===== config.mk =====
export PLATFORM = sky130hd
export DESIGN_NAME = rr_arbiter4
export DESIGN_NICKNAME = d
export VERILOG_FILES = /design/src/rtl/arb_pkg.sv /design/src/rtl/onehot_enc4.sv /design/src/rtl/rr_arbiter4.sv
export SDC_FILE = /design/constraint.sdc
export NUM_CORES = 1
export LEC_CHECK = 0
export BUFFER_PORTS_ARGS = -buffer_cell sky130_fd_sc_hd__buf_2
export CAP_MARGIN = 0
export CORE_MARGIN = 5
export CORE_UTILIZATION = 40
export CTS_CLUSTER_DIAMETER = 40
export DETAILED_ROUTE_END_ITERATION = 8
export PLACE_DENSITY = 0.59
export SLEW_MARGIN = 20
export SYNTH_ARGS = -nofsm -noshare
export SYNTH_HDL_FRONTEND = slang
export SYNTH_SLANG_ARGS = --single-unit

===== constraint.sdc =====
create_clock -name clk -period 2.25 [get_ports clk]
set_input_delay 0.45 -clock clk [delete_from_list [all_inputs] [get_ports clk]]
set_output_delay 0.45 -clock clk [all_outputs]
set_load 0.01 [all_outputs]

===== src/rtl/arb_pkg.sv =====
// Shared types, widths and the round-robin search used by the four-way arbiter.
package arb_pkg;

    localparam int unsigned N_REQ = 4;
    localparam int unsigned IDX_W = 2;

    typedef enum logic {
        IDLE  = 1'b0,
        GRANT = 1'b1
    } state_t;

    // First set request bit found searching ptr, ptr+1, ... with wrap; 0 if none.
    function automatic logic [IDX_W-1:0] rr_pick(input logic [N_REQ-1:0] req,
                                                  input logic [IDX_W-1:0] ptr);
        logic [IDX_W-1:0] idx;
        logic [IDX_W-1:0] win;
        logic             found;
        win   = '0;
        found = 1'b0;
        for (int unsigned i = 0; i < N_REQ; i++) begin
            idx = ptr + IDX_W'(i);
            if (!found && req[idx]) begin
                win   = idx;
                found = 1'b1;
            end
        end
        return win;
    endfunction

endpackage


===== src/rtl/onehot_enc4.sv =====
// Four-bit one-hot to binary index; zero or non-one-hot input encodes to 0.
module onehot_enc4
    import arb_pkg::*;
(
    input  logic [N_REQ-1:0] onehot,
    output logic [IDX_W-1:0] idx_c
);

    always_comb begin
        idx_c = '0;
        case (onehot)
            4'b0010: idx_c = 2'd1;
            4'b0100: idx_c = 2'd2;
            4'b1000: idx_c = 2'd3;
            default: idx_c = 2'd0;
        endcase
    end

endmodule


===== src/rtl/rr_arbiter4.sv =====
// Four-requester round-robin arbiter with registered one-hot grant, encoded index
// and a hold limit that forces re-arbitration while others are waiting.
module rr_arbiter4
    import arb_pkg::*;
#(
    parameter int unsigned MAX_HOLD = 8
) (
    input  logic             clk,
    input  logic             rst_n,
    input  logic             en,
    input  logic [N_REQ-1:0] req,
    output logic [N_REQ-1:0] gnt,
    output logic [IDX_W-1:0] gnt_idx,
    output logic             gnt_valid
);

    localparam int unsigned HOLD_W = (MAX_HOLD == 0) ? 1 : $clog2(MAX_HOLD + 1);
    localparam logic [HOLD_W-1:0] HOLD_MAX = HOLD_W'(MAX_HOLD);

    state_t            state_q,     state_d;
    logic [IDX_W-1:0]  ptr_q,       ptr_d;
    logic [HOLD_W-1:0] hold_cnt_q,  hold_cnt_d;
    logic [N_REQ-1:0]  gnt_q,       gnt_d;
    logic [IDX_W-1:0]  gnt_idx_q,   gnt_idx_d;
    logic              gnt_valid_q, gnt_valid_d;
    logic [IDX_W-1:0]  win_c;
    logic              others_c;

    assign win_c    = rr_pick(req, ptr_q);
    assign others_c = |(req & ~gnt_q);

    // Next-state, pointer, hold counter and next grant vector.
    always_comb begin
        state_d    = state_q;
        ptr_d      = ptr_q;
        hold_cnt_d = hold_cnt_q;
        gnt_d      = gnt_q;
        case (state_q)
            IDLE: begin
                gnt_d = '0;
                if (en && (req != '0)) begin
                    state_d    = GRANT;
                    gnt_d      = N_REQ'(1) << win_c;
                    ptr_d      = win_c + IDX_W'(1);
                    hold_cnt_d = '0;
                end
            end
            GRANT: begin
                if (!req[gnt_idx_q] || !en) begin
                    state_d = IDLE;
                    gnt_d   = '0;
                end else if ((MAX_HOLD != 0) && others_c) begin
                    // Saturating count; reaching the limit hands the resource back.
                    hold_cnt_d = (hold_cnt_q == HOLD_MAX) ? hold_cnt_q
                                                          : hold_cnt_q + HOLD_W'(1);
                    if (hold_cnt_d == HOLD_MAX) begin
                        state_d = IDLE;
                        gnt_d   = '0;
                    end
                end
            end
            default: begin
                state_d = IDLE;
                gnt_d   = '0;
            end
        endcase
        gnt_valid_d = |gnt_d;
    end

    onehot_enc4 u_enc (
        .onehot (gnt_d),
        .idx_c  (gnt_idx_d)
    );

    always_ff @(posedge clk or negedge rst_n) begin
        if (!rst_n) begin
            state_q     <= IDLE;
            ptr_q       <= '0;
            hold_cnt_q  <= '0;
            gnt_q       <= '0;
            gnt_idx_q   <= '0;
            gnt_valid_q <= 1'b0;
        end else begin
            state_q     <= state_d;
            ptr_q       <= ptr_d;
            hold_cnt_q  <= hold_cnt_d;
            gnt_q       <= gnt_d;
            gnt_idx_q   <= gnt_idx_d;
            gnt_valid_q <= gnt_valid_d;
        end
    end

    assign gnt       = gnt_q;
    assign gnt_idx   = gnt_idx_q;
    assign gnt_valid = gnt_valid_q;

endmodule


Word-level counts from Yosys, hierarchy flattened
Index checks and enable logic that the tools add are counted.

Add/subtract/negate cells: 5. Bitwise operators: 3. Shift operators: 1. Multiplexer cells: 33. Equal/unequal tests: 8. Magnitude comparators: 5. Reduce and logical (&&, ||, !) cells: 15.

Operators by type and width (number): $mux W4 (8); $pmux W4 S2 (2); $lt A2 B3 Y1 const B (5); $eq A4 B4 Y1 const B (3); $mux W1 (12); $bmux W1 S2 (5); $mux W2 (4); $reduce_or A4 Y1 (2); $pmux W2 S3 (1); $logic_not A1 Y1 (5); $add A2 B1 Y2 const B (2); $add A2 B2 Y2 const B (2); $add A4 B1 Y4 const B (1); $and A4 B4 Y4 (1); $eq A4 B2 Y1 const B (1); $eq A4 B3 Y1 const B (1); $logic_and A1 B1 Y1 (4); $ne A2 B2 Y1 const B (2); $not A4 Y4 (1); $reduce_bool A4 Y1 (1); $shl A1 B2 Y4 const A (1); $reduce_and A3 Y1 (1); $ne A2 B1 Y1 const B (1); $pmux W1 S2 (1); other kinds (3) (3).

Input port bits: 7. Logic and storage cells: 76. Bits in registers: 14. Output and inout bits: 7.

Logic depth before layout (Yosys ltp)
Gate-level depths: netlist of the first run.

Depth after elaboration: 17. Gate-level depth with buffers: 9. Mapped depth without buffers: 9.

Cells and area by module
A second synthesis of the first run with hierarchy kept.

Cell total of the unflattened synthesis: 95. Area, all modules: 985.9 µm².

By module, submodules not included: rr_arbiter4 (times used 1, seq. area each 350.3 µm², area an instance 948.4 µm², cells an instance 91); onehot_enc4 (times used 1, seq. area each 0.0 µm², area an instance 37.5 µm², cells an instance 4).

Least setup slack after synthesis of the first run
OpenSTA, ideal clock, no wires.

Path kind: input port to flip-flop. Start: in req[0]. End: reg gnt_idx_q[1], in the netlist gnt_idx[1]. Library setup time: 94 ps. Data arrival time: 1857 ps. Cell stages on the path: 7. Required time: 2156 ps. Slack: 299 ps. Path buffers: 0. Path through: nor3b_1 a211oi_1 inv_1 ha_1 and3_1 a211o_1 a211oi_1.

Cells in the longest elaborated chain, start to end: 17. Elaborated cells between the ends (all ways): 38. Classes of those cells: eq/ne: 3; shift: 1; mux: 22; bitwise: 1; reduce/logical: 11.

RTL lines: start, declared (RTL line rr_arbiter4.sv:11) `input logic [N_REQ-1:0] req,`; $bmux W1 S2 (RTL line arb_pkg.sv:22) `if (!found && req[idx]) begin`; $mux W1 (not written as such) (RTL line arb_pkg.sv:22); $mux W1 (RTL line arb_pkg.sv:22); $logic_not A1 Y1 (RTL line arb_pkg.sv:22); $logic_and A1 B1 Y1 (RTL line arb_pkg.sv:22); $mux W1 (RTL line arb_pkg.sv:22); $logic_not A1 Y1 (RTL line arb_pkg.sv:22); $logic_and A1 B1 Y1 (RTL line arb_pkg.sv:22); (+2 left out); $logic_and A1 B1 Y1 (RTL line arb_pkg.sv:22); $mux W2 (RTL line arb_pkg.sv:22); $shl A1 B2 Y4 (RTL line rr_arbiter4.sv:43) `gnt_d = N_REQ'(1) << win_c;`; $mux W4 (RTL line rr_arbiter4.sv:41) `if (en && (req != '0)) begin`; $pmux W4 S2 (*) (RTL line rr_arbiter4.sv:38) `case (state_q)`; $eq A4 B4 Y1, or another cell as far along (RTL line onehot_enc4.sv:11) `case (onehot)`; $pmux W2 S3 (*) (RTL line onehot_enc4.sv:11); named net gnt_idx_d[1] (RTL line rr_arbiter4.sv:24) `logic [IDX_W-1:0] gnt_idx_q, gnt_idx_d;`; end signal, assigned (RTL line rr_arbiter4.sv:88) `gnt_idx_q <= gnt_idx_d;`; end, declared (RTL line rr_arbiter4.sv:24).

The timed path passes the listed nets; every way through them passes the cells marked *. The select of a mux whose other input is x is not followed. A chain may end at the register's enable or synchronous reset.

Final worst setup path of the first run
Start: reg hold_cnt_q[0]. End: reg gnt_idx_q[0], in the netlist gnt_idx[0].

Cells in the longest elaborated chain, start to end: 9. Elaborated cells between the ends (all ways): 12. Classes of those cells: add/sub: 1; eq/ne: 5; mux: 6.

RTL lines: start, declared (RTL line rr_arbiter4.sv:22) `logic [HOLD_W-1:0] hold_cnt_q, hold_cnt_d;`; start signal, assigned (RTL line rr_arbiter4.sv:86) `hold_cnt_q <= hold_cnt_d;`; $add A4 B1 Y4 or $eq A4 B4 Y1 (tied branches) (RTL line rr_arbiter4.sv:55, rr_arbiter4.sv:54); $mux W4 (*) (RTL line rr_arbiter4.sv:54) `hold_cnt_d = (hold_cnt_q == HOLD_MAX) ? hold_cnt_q`; $eq A4 B4 Y1 (*) (RTL line rr_arbiter4.sv:56) `if (hold_cnt_d == HOLD_MAX) begin`; $mux W4 (*) (RTL line rr_arbiter4.sv:56); $mux W4 (*) (RTL line rr_arbiter4.sv:52) `end else if ((MAX_HOLD != 0) && others_c) begin`; $mux W4 (*) (RTL line rr_arbiter4.sv:49) `if (!req[gnt_idx_q] || !en) begin`; $pmux W4 S2 (*) (RTL line rr_arbiter4.sv:38); $eq A4 B4 Y1, or another cell as far along (RTL line onehot_enc4.sv:11); $pmux W2 S3 (*) (RTL line onehot_enc4.sv:11); named net gnt_idx_d[0] (RTL line rr_arbiter4.sv:24).

The timed path passes the listed nets; every way through them passes the cells marked *.

==> results of run 1 <==
==> metal layers <==
metal / part of all wire (%) / GRT usage, %
met5: 0 / 0
met4: 1.3 / 3.72
met3: 3.7 / 3.83
met2: 51 / 24.9
met1: 44 / 18.7
==> kinds of logic after synthesis <==
family | Yosys count
adders and majority gates | 6
DFF | 14
muxes | 4
and+or+nand+nor | 50
buffers and inverters | 11
AOI/OAI and AO/OA | 32
==> report_power, final <==
group          switching, mW  leakage [nW]  internal [mW]
clock                 0.0842        0.0210         0.0985
sequential            0.0895         0.187          0.312
combinational          0.259         0.356          0.216
total                  0.433         0.564          0.626
==> per-stage QoR <==
stage	area, um2	utilization (%)	hold slack [ns]
after floorplan	1040	-	0.154
after global placement	1140	46.2	0.371
after detailed placement	1140	46.2	0.373
after CTS	1180	47.6	0.0563
after global routing	1180	47.6	0.0668
final	1180	47.6	0.0518
==> final cells by class <==
class	count	area, um2
flip-flops and latches	14	350
fillers	249	1300
clock buffers	4	36.3
well taps	30	37.5
multi-input cells	92	642
repair buffers	15	80.1
inverters	9	33.8
==> worst min-delay path by stage <==
stage | start | to | slack (ns) | depth (start not counted)
2_1_floorplan | rst_n | gnt[0] | 0.15 | 0
3_3_place_gp | rst_n | hold_cnt_q[0] | 0.37 | 1
3_5_place_dp | rst_n | hold_cnt_q[2] | 0.37 | 1
4_1_cts | rst_n | hold_cnt_q[2] | 0.06 | 1
5_1_grt | rst_n | hold_cnt_q[3] | 0.07 | 1
6_report | rst_n | hold_cnt_q[0] | 0.05 | 1
==> flip-flops by register name (all words and copies together) (netlist names) <==
| signal | cells |
|---|---|
| gnt | 4 |
| gnt_valid | 1 |
| gnt_idx | 2 |
| ptr_q | 2 |
| hold_cnt_q | 4 |
| state_q | 1 |
==> worst max-delay path, stage by stage (launching register included) <==
cell and delay [ns]:
dfrtp_1 0.45, inv_1 0.11, ha_1 0.18, nand2_2 0.08, o31a_1 0.24, a2111o_1 0.47, and2_4 0.19, a221oi_2 0.22
==> layout by cell type (no fill, tap or decap), types with 3 or more instances in the layout <==
cell / instances
a21oi_1: 6
clkbuf_4: 3
nand3_1: 5
a211oi_1: 3
nor2_1: 11
nor2b_1: 3
dfrtp_1: 14
o21ai_0: 3
ha_1: 6
nand2_1: 13
nand3b_1: 3
inv_1: 9
mux2i_1: 4
a22o_1: 4
buf_2: 13
==> key figures, run 1 <==
Placed design
  – Dpl cells: 160
  – Place WS: between 0.1 and 0.15 ns
  – Final HPWL DP: 1740 um
  – IO buf count: 13
  – RePlAce Congestion: roughly 0.86

Logic synthesis
  – Synth top area cells: dfrtp_1, ha_1, nand2_1, nor2_1, mux2i_1
  – Post-synthesis xor/xnor area fraction: 0%
  – Synth Cell Area: 0.00104 mm2
  – Synth top area share: 33.8%
  – Post-synth EDFFs: 0
  – Yosys cell types: 41
  – Async SR Flop Fraction: 100%
  – Top FF cell, synth: dfrtp_1
  – Mux cell area share after synthesis: 3.86%
  – Register area share after synthesis: 33.8%
  – Post-synth top cells: dfrtp_1, nand2_1, nor2_1, inv_1
  – Synthesis-stage register bit count: 14
  – Compound-Gate Fraction of Synth Area: 23.4%
  – Post-Syn Area per Cell: 8.85 um2
  – Simple-Gate Fraction of Synth Area: a little over a quarter
  – Mapped Nets: between 100 and 150
  – Cell taking the most area after synthesis: dfrtp_1
  – Top-count cell post-synth: dfrtp_1
  – Synth Area in Adders: ~7.2%
  – Syn. warnings: 0
  – Mapped Cells: 117
  – Largest family of logic cells by synthesized area: simple AND/OR/NAND/NOR gates

Floorplanning
  – Die X: 60.9 um
  – # rows: 18
  – Initial Utilization: 41.8%
  – Core area: approximately 0.0025 mm2
  – Die area: around 0.0037 mm2
  – Die Ht: 60.9 um
  – Num ports: 14

GRT
  – Largest net degree at the start of global routing: 15
  – Vias in the first global route: roughly 910
  – Total track usage: 14.7%
  – GRT Residual Overflow: 0
  – First-pass GRT wire length: 4110 um
  – Initial antenna violation count: 0

Setup path
  – Crit path kind: register to register
  – CP endpoint kind: register
  – Worst Reg-to-Reg Cells: 7
  – Critical Path Start Type: register
  – Arr. time, crit path: 2.23 ns
  – End of the critical path: gnt_idx[0]
  – Flop2flop setup slack: 0.22 ns
  – FF-to-FF End: gnt_idx[0]
  – RR Startpoint: hold_cnt_q[0]
  – Setup crit start: hold_cnt_q[0]
  – Worst-path maximum fanout: 7
  – Critical Path RT: 2.45 ns

Min path
  – Hold Crit Class: input port to asynchronous set/reset pin

Clock network
  – Clock slew seen by the registers of the worst setup and hold paths: 0.09 ns
  – TritonCTS Sinks: 14
  – Post-CTS Setup Repair Bufs: 0
  – Clock Tree Buf Depth: 2
  – CTS resizes: 0
  – H-tree depth: 1
  – Worst-skew pair later-pin latency: 0.28 ns
  – Cts hold-fix bufs: 0
  – CTS tree: yes
  – Total CTS buffers: 3
  – Clock root buffer: clkbuf_4

Power and ir drop
  – Peak VDD IR: 0.544 mV
  – Pwr dens: 897 mW/mm2
  – Total Power: 1.06 mW
  – P_leak: between 0.5 and 0.6 nW

STA
  – Slew @ Worst Pin: 0.529 ns
  – Final setup vio count: 0
  – Relative slew slack: 64.6%
  – Final max-slew violation count: 0
  – Final Cycle Share: 90.4%
  – Fin crit period: 2.03 ns
  – Final worst setup slack: 0.215 ns
  – Fin Clk Skew: 0.00115 ns
  – RSZ-0062 raised after global routing: no
  – Upper clock frequency limit: 491 MHz
  – Sum Neg Setup Slack: 0 ns
  – Final hold viol count: 0

Cells and area
  – Fraction of layout cells with a size suffix above 1: 20.1%
  – Layout Nets: 148
  – Area delta synth->final: 13.9%
  – Non-filler cells, final: 164
  – N_diodes: 0

Routing
  – TritonRoute pass-1 iters: 4
  – Post-DRT Antenna Nets: 0
  – Vias: 918
  – Via density: between 5 and 6
  – Initial DRC Count: 45
  – DR WL/cell: 14.0 um
  – Remaining DRCs: 0
  – Final wirelength: 2290 um

Outcome
  – Run status: finished, final reports clean

Job
  – MaxCap Viol Count: 0
(Power assumes the default switching activity.)
==> run 2: changes to the inputs <==
--- a/config.mk
+++ b/config.mk
@@ -15,4 +15,5 @@
 export SLEW_MARGIN = 20
 export SYNTH_ARGS = -nofsm -noshare
 export SYNTH_HDL_FRONTEND = slang
+export SYNTH_HIERARCHICAL = 1
 export SYNTH_SLANG_ARGS = --single-unit
==> run 2 against run 1 <==
  * Utilization increased by 0.82 points
  * Global-route usage decreased by 1.5 points
  * Sequential power decreased by 6.2%
  * Clock power about the same
  * First-iteration DRC count decreased by 58%
  * Critical endpoint unchanged
  * Largest cell class unchanged
  * Largest power group unchanged
  * Highest routed layer unchanged
==> key figures, run 2 <==
Power and ir drop
  – Int Power: 0.590 mW (-5.8%)
  – Clock network fraction of total power: 19.4% (+2.1 points)
  – Switching power: 0.363 mW (-16%)
  – Pwr dens: 816 mW/mm2 (-9.0%)
  – Sw Ratio: 38.1% (-2.8 points)
  – P_leak: 0.552 nW (-2.2%)
  – Peak VDD IR: 0.520 mV (-4.3%)
  – Share of power burned in registers: 39.4% (+1.5 points)
  – Logic pwr share: 41.2% (-3.6 points)
  – Total Power: 0.953 mW (-10%)

Cells and area
  – N_diodes: 0 (unchanged)
  – Area delta synth->final: 18.4%
  – Most frequent cells in the layout: dfrtp_1, buf_2, inv_1, buf_4, nand3_1
  – Sequential cell area: 350 um2 (unchanged)
  – Footprint of the multi-input gates: 588 um2 (-8.4%)
  – Finished Cell Area: 0.00117 mm2 (-1.1%)
  – # fillers: 227 (-8.8%)
  – Fraction of layout cells with a size suffix above 1: 31.6% (+11 points)
  – Most common cell after layout, fill and taps aside: dfrtp_1
  – Layout Nets: 131 (-11%)
  – Non-filler cells, final: 147 (-10%)

Floorplanning
  – Die Ht: 59.6 um (-2.0%)
  – Core area: 0.00241 mm2 (-2.7%)
  – # rows: 18 (unchanged)
  – Initial Utilization: 40.9% (-0.90 points)
  – Num ports: 14 (unchanged)
  – Die area: 0.00356 mm2 (-4.0%)
  – Die X: 59.6 um (-2.0%)

Logic synthesis
  – Mapped Cells: 95 (-19%)
  – Synthesis-stage register bit count: 14 (unchanged)
  – Yosys cell types: 41 (unchanged)
  – Post-synth top cells: dfrtp_1, inv_1, ha_1, nand3_1, nand2_1
  – Mapped Nets: 108 (-17%)
  – Syn. warnings: 6 (+6)
  – Synth Cell Area: 986 um2 (-4.8%)
  – Async SR Flop Fraction: 100% (unchanged)
  – Top-count cell post-synth: dfrtp_1
  – Synth top area share: 35.5% (+1.7 points)
  – Top FF cell, synth: dfrtp_1
  – Post-synth EDFFs: 0 (unchanged)
  – Register area share after synthesis: 35.5% (+1.7 points)
  – Cell taking the most area after synthesis: dfrtp_1
  – Synth top area cells: dfrtp_1, ha_1, a2111oi_4, a22o_1, inv_1
  – Post-Syn Area per Cell: 10.4 um2 (+17%)

Setup path
  – FF-to-FF End: gnt_idx[0]
  – Arr. time, crit path: 2.30 ns (+0.07 ns)
  – RR Startpoint: hold_cnt_q[0]
  – Critical Path Start Type: register
  – Crit path kind: register to register
  – End of the critical path: gnt_idx[0]
  – Setup crit start: hold_cnt_q[0]
  – Worst Reg-to-Reg Cells: 9 (+2)
  – Worst-path maximum fanout: 7 (unchanged)
  – Flop2flop setup slack: 0.12 ns (-0.10 ns)
  – CP endpoint kind: register
  – Critical Path RT: 2.42 ns (-0.03 ns)

Routing
  – DR WL/cell: 14.5 um (+4.2%)
  – Vias: 788 (-14%)
  – Final wirelength: 2140 um (-6.6%)
  – TritonRoute pass-1 iters: 4 (unchanged)
  – Remaining DRCs: 0 (unchanged)
  – Via density: 5.36 (-4.2%)
  – Post-DRT Antenna Nets: 0 (unchanged)
  – Initial DRC Count: 19 (-58%)

STA
  – Final hold viol count: 0 (unchanged)
  – Final Cycle Share: 94.7% (+4.2 points)
  – Relative slew slack: 71.7% (+7.1 points)
  – Fin Hold WS: 0.0432 ns (-0.00859 ns)
  – Fin crit period: 2.13 ns (+0.0956 ns)
  – Final max-slew violation count: 0 (unchanged)
  – Final setup vio count: 0 (unchanged)
  – Slew @ Worst Pin: 0.425 ns (-0.104 ns)
  – Upper clock frequency limit: 469 MHz (-4.5%)
  – Fin Clk Skew: 0.00523 ns (+0.00408 ns)

Clock network
  – TritonCTS Sinks: 14 (unchanged)
  – Total CTS buffers: 3 (unchanged)
  – H-tree depth: 1 (unchanged)
  – Clock root buffer: clkbuf_4
  – Clock Tree Buf Depth: 2 (unchanged)
  – CTS tree: yes
  – Clock slew seen by the registers of the worst setup and hold paths: 0.09 ns (about the same)
  – Worst-skew pair later-pin latency: 0.28 ns (about the same)

Job
  – MaxCap Viol Count: 0 (unchanged)

Placed design
  – IO buf count: 13 (unchanged)
  – Final HPWL DP: 1600 um (-7.8%)
  – Cell Area, Placed: 0.00111 mm2 (-3.3%)
  – RePlAce Congestion: 0.846 (-1.8%)
  – Dpl cells: 140 (-13%)

GRT
  – Largest net degree at the start of global routing: 15 (unchanged)
  – Initial antenna violation count: 0 (unchanged)
  – Total track usage: 13.2% (-1.5 points)
  – GRT Residual Overflow: 0 (unchanged)
  – First-pass GRT wire length: 3630 um (-12%)
  – Vias in the first global route: 775 (-15%)

Outcome
  – Run status: finished, final reports clean

Min path
  – Hold Crit Class: input port to asynchronous set/reset pin
==> run 2: changes by cell type in the layout (fill, tap and decap cells not counted), sizes merged, moves of 3 or more <==
cell / delta
nor2: -9
nand2: -8
buf: +5
a21oi: -4
mux2: +4
o21ai: -4
a211oi: -3
nand3b: -3
nor3b: -3
o22ai: +3
==> run 2: cell families after synthesis <==
logic type,count (synthesis),share of synthesized area (%)
flip-flops,14,35.5
AND/OR/NAND/NOR,31,19.8
AO/OA/AOI/OAI,24,23.6
multiplexers,6,6.60
adder cells (fa/ha/maj),6,7.61
XOR/XNOR,2,1.78
buffers and inverters,12,5.08
==> run 2: how the worst min path moves through the flow <==
stage                      from             to  slack, ns  cells past startpoint
after global placement    rst_n  hold_cnt_q[1]       0.37                      1
after global routing      rst_n  hold_cnt_q[2]       0.07                      1
after floorplan           rst_n         gnt[0]       0.15                      0
after CTS                 rst_n  hold_cnt_q[0]       0.05                      1
final                     rst_n  hold_cnt_q[0]       0.04                      1
after detailed placement  rst_n  hold_cnt_q[2]       0.37                      1
==> run 2: timing repair <==
item                       in CTS  in global routing
resized for setup               0                  1
setup endpoints to repair       0                  2
hold buffers                    0                  0
setup buffers                   0                  3
==> run 2: layer usage <==
| layer | routed length [um] | track usage [%] | up-vias |
|---|---|---|---|
| met1 | 991 | 18.3 | 367 |
| li1 | - | - | 396 |
| met2 | 1010 | 20.7 | 21 |
| met5 | 0 | 0 | - |
| met4 | 26 | 3.80 | 0 |
| met3 | 113 | 2.61 | 4 |
==> run 2: power by group through the flow <==
stage                     Combinational (mW)  Sequential (mW)  Clock [mW]
after floorplan                        0.264            0.387           0
after global placement                 0.390            0.379           0
after detailed placement               0.395            0.380           0
after CTS                              0.396            0.375       0.191
after global routing                   0.438            0.387       0.204
final                                  0.392            0.376       0.185
==> run 2: cell type report <==
type	count	share of cell area, %
multi-input combinational	69	50.4
sequential	14	30.0
timing repair buffer	20	10.1
inverter	10	3.22
tap	30	3.22
clock buffer	4	3.11
==> run 2: stage by stage <==
step / TNS (ns) / setup slack [ns] / utilization (%)
finish: 0 / 0.120 / 48.4
global route: -0.0521 / -0.0426 / 48.4
CTS: 0 / 0.0857 / 47.4
detailed placement: 0 / 0.103 / 45.9
global placement: 0 / 0.151 / 45.9
floorplan: 0 / 0.171 / -
==> run 2: worst max-delay path, cell delays in order, from the launching register on <==
cell and delay (ns):
dfrtp_1 0.38, buf_4 0.16, ha_2 0.18, nor2b_1 0.13, a21o_2 0.23, a2111oi_4 0.34
buf_4 0.20, o32ai_2 0.11, xnor2_1 0.23, nor3_2 0.05
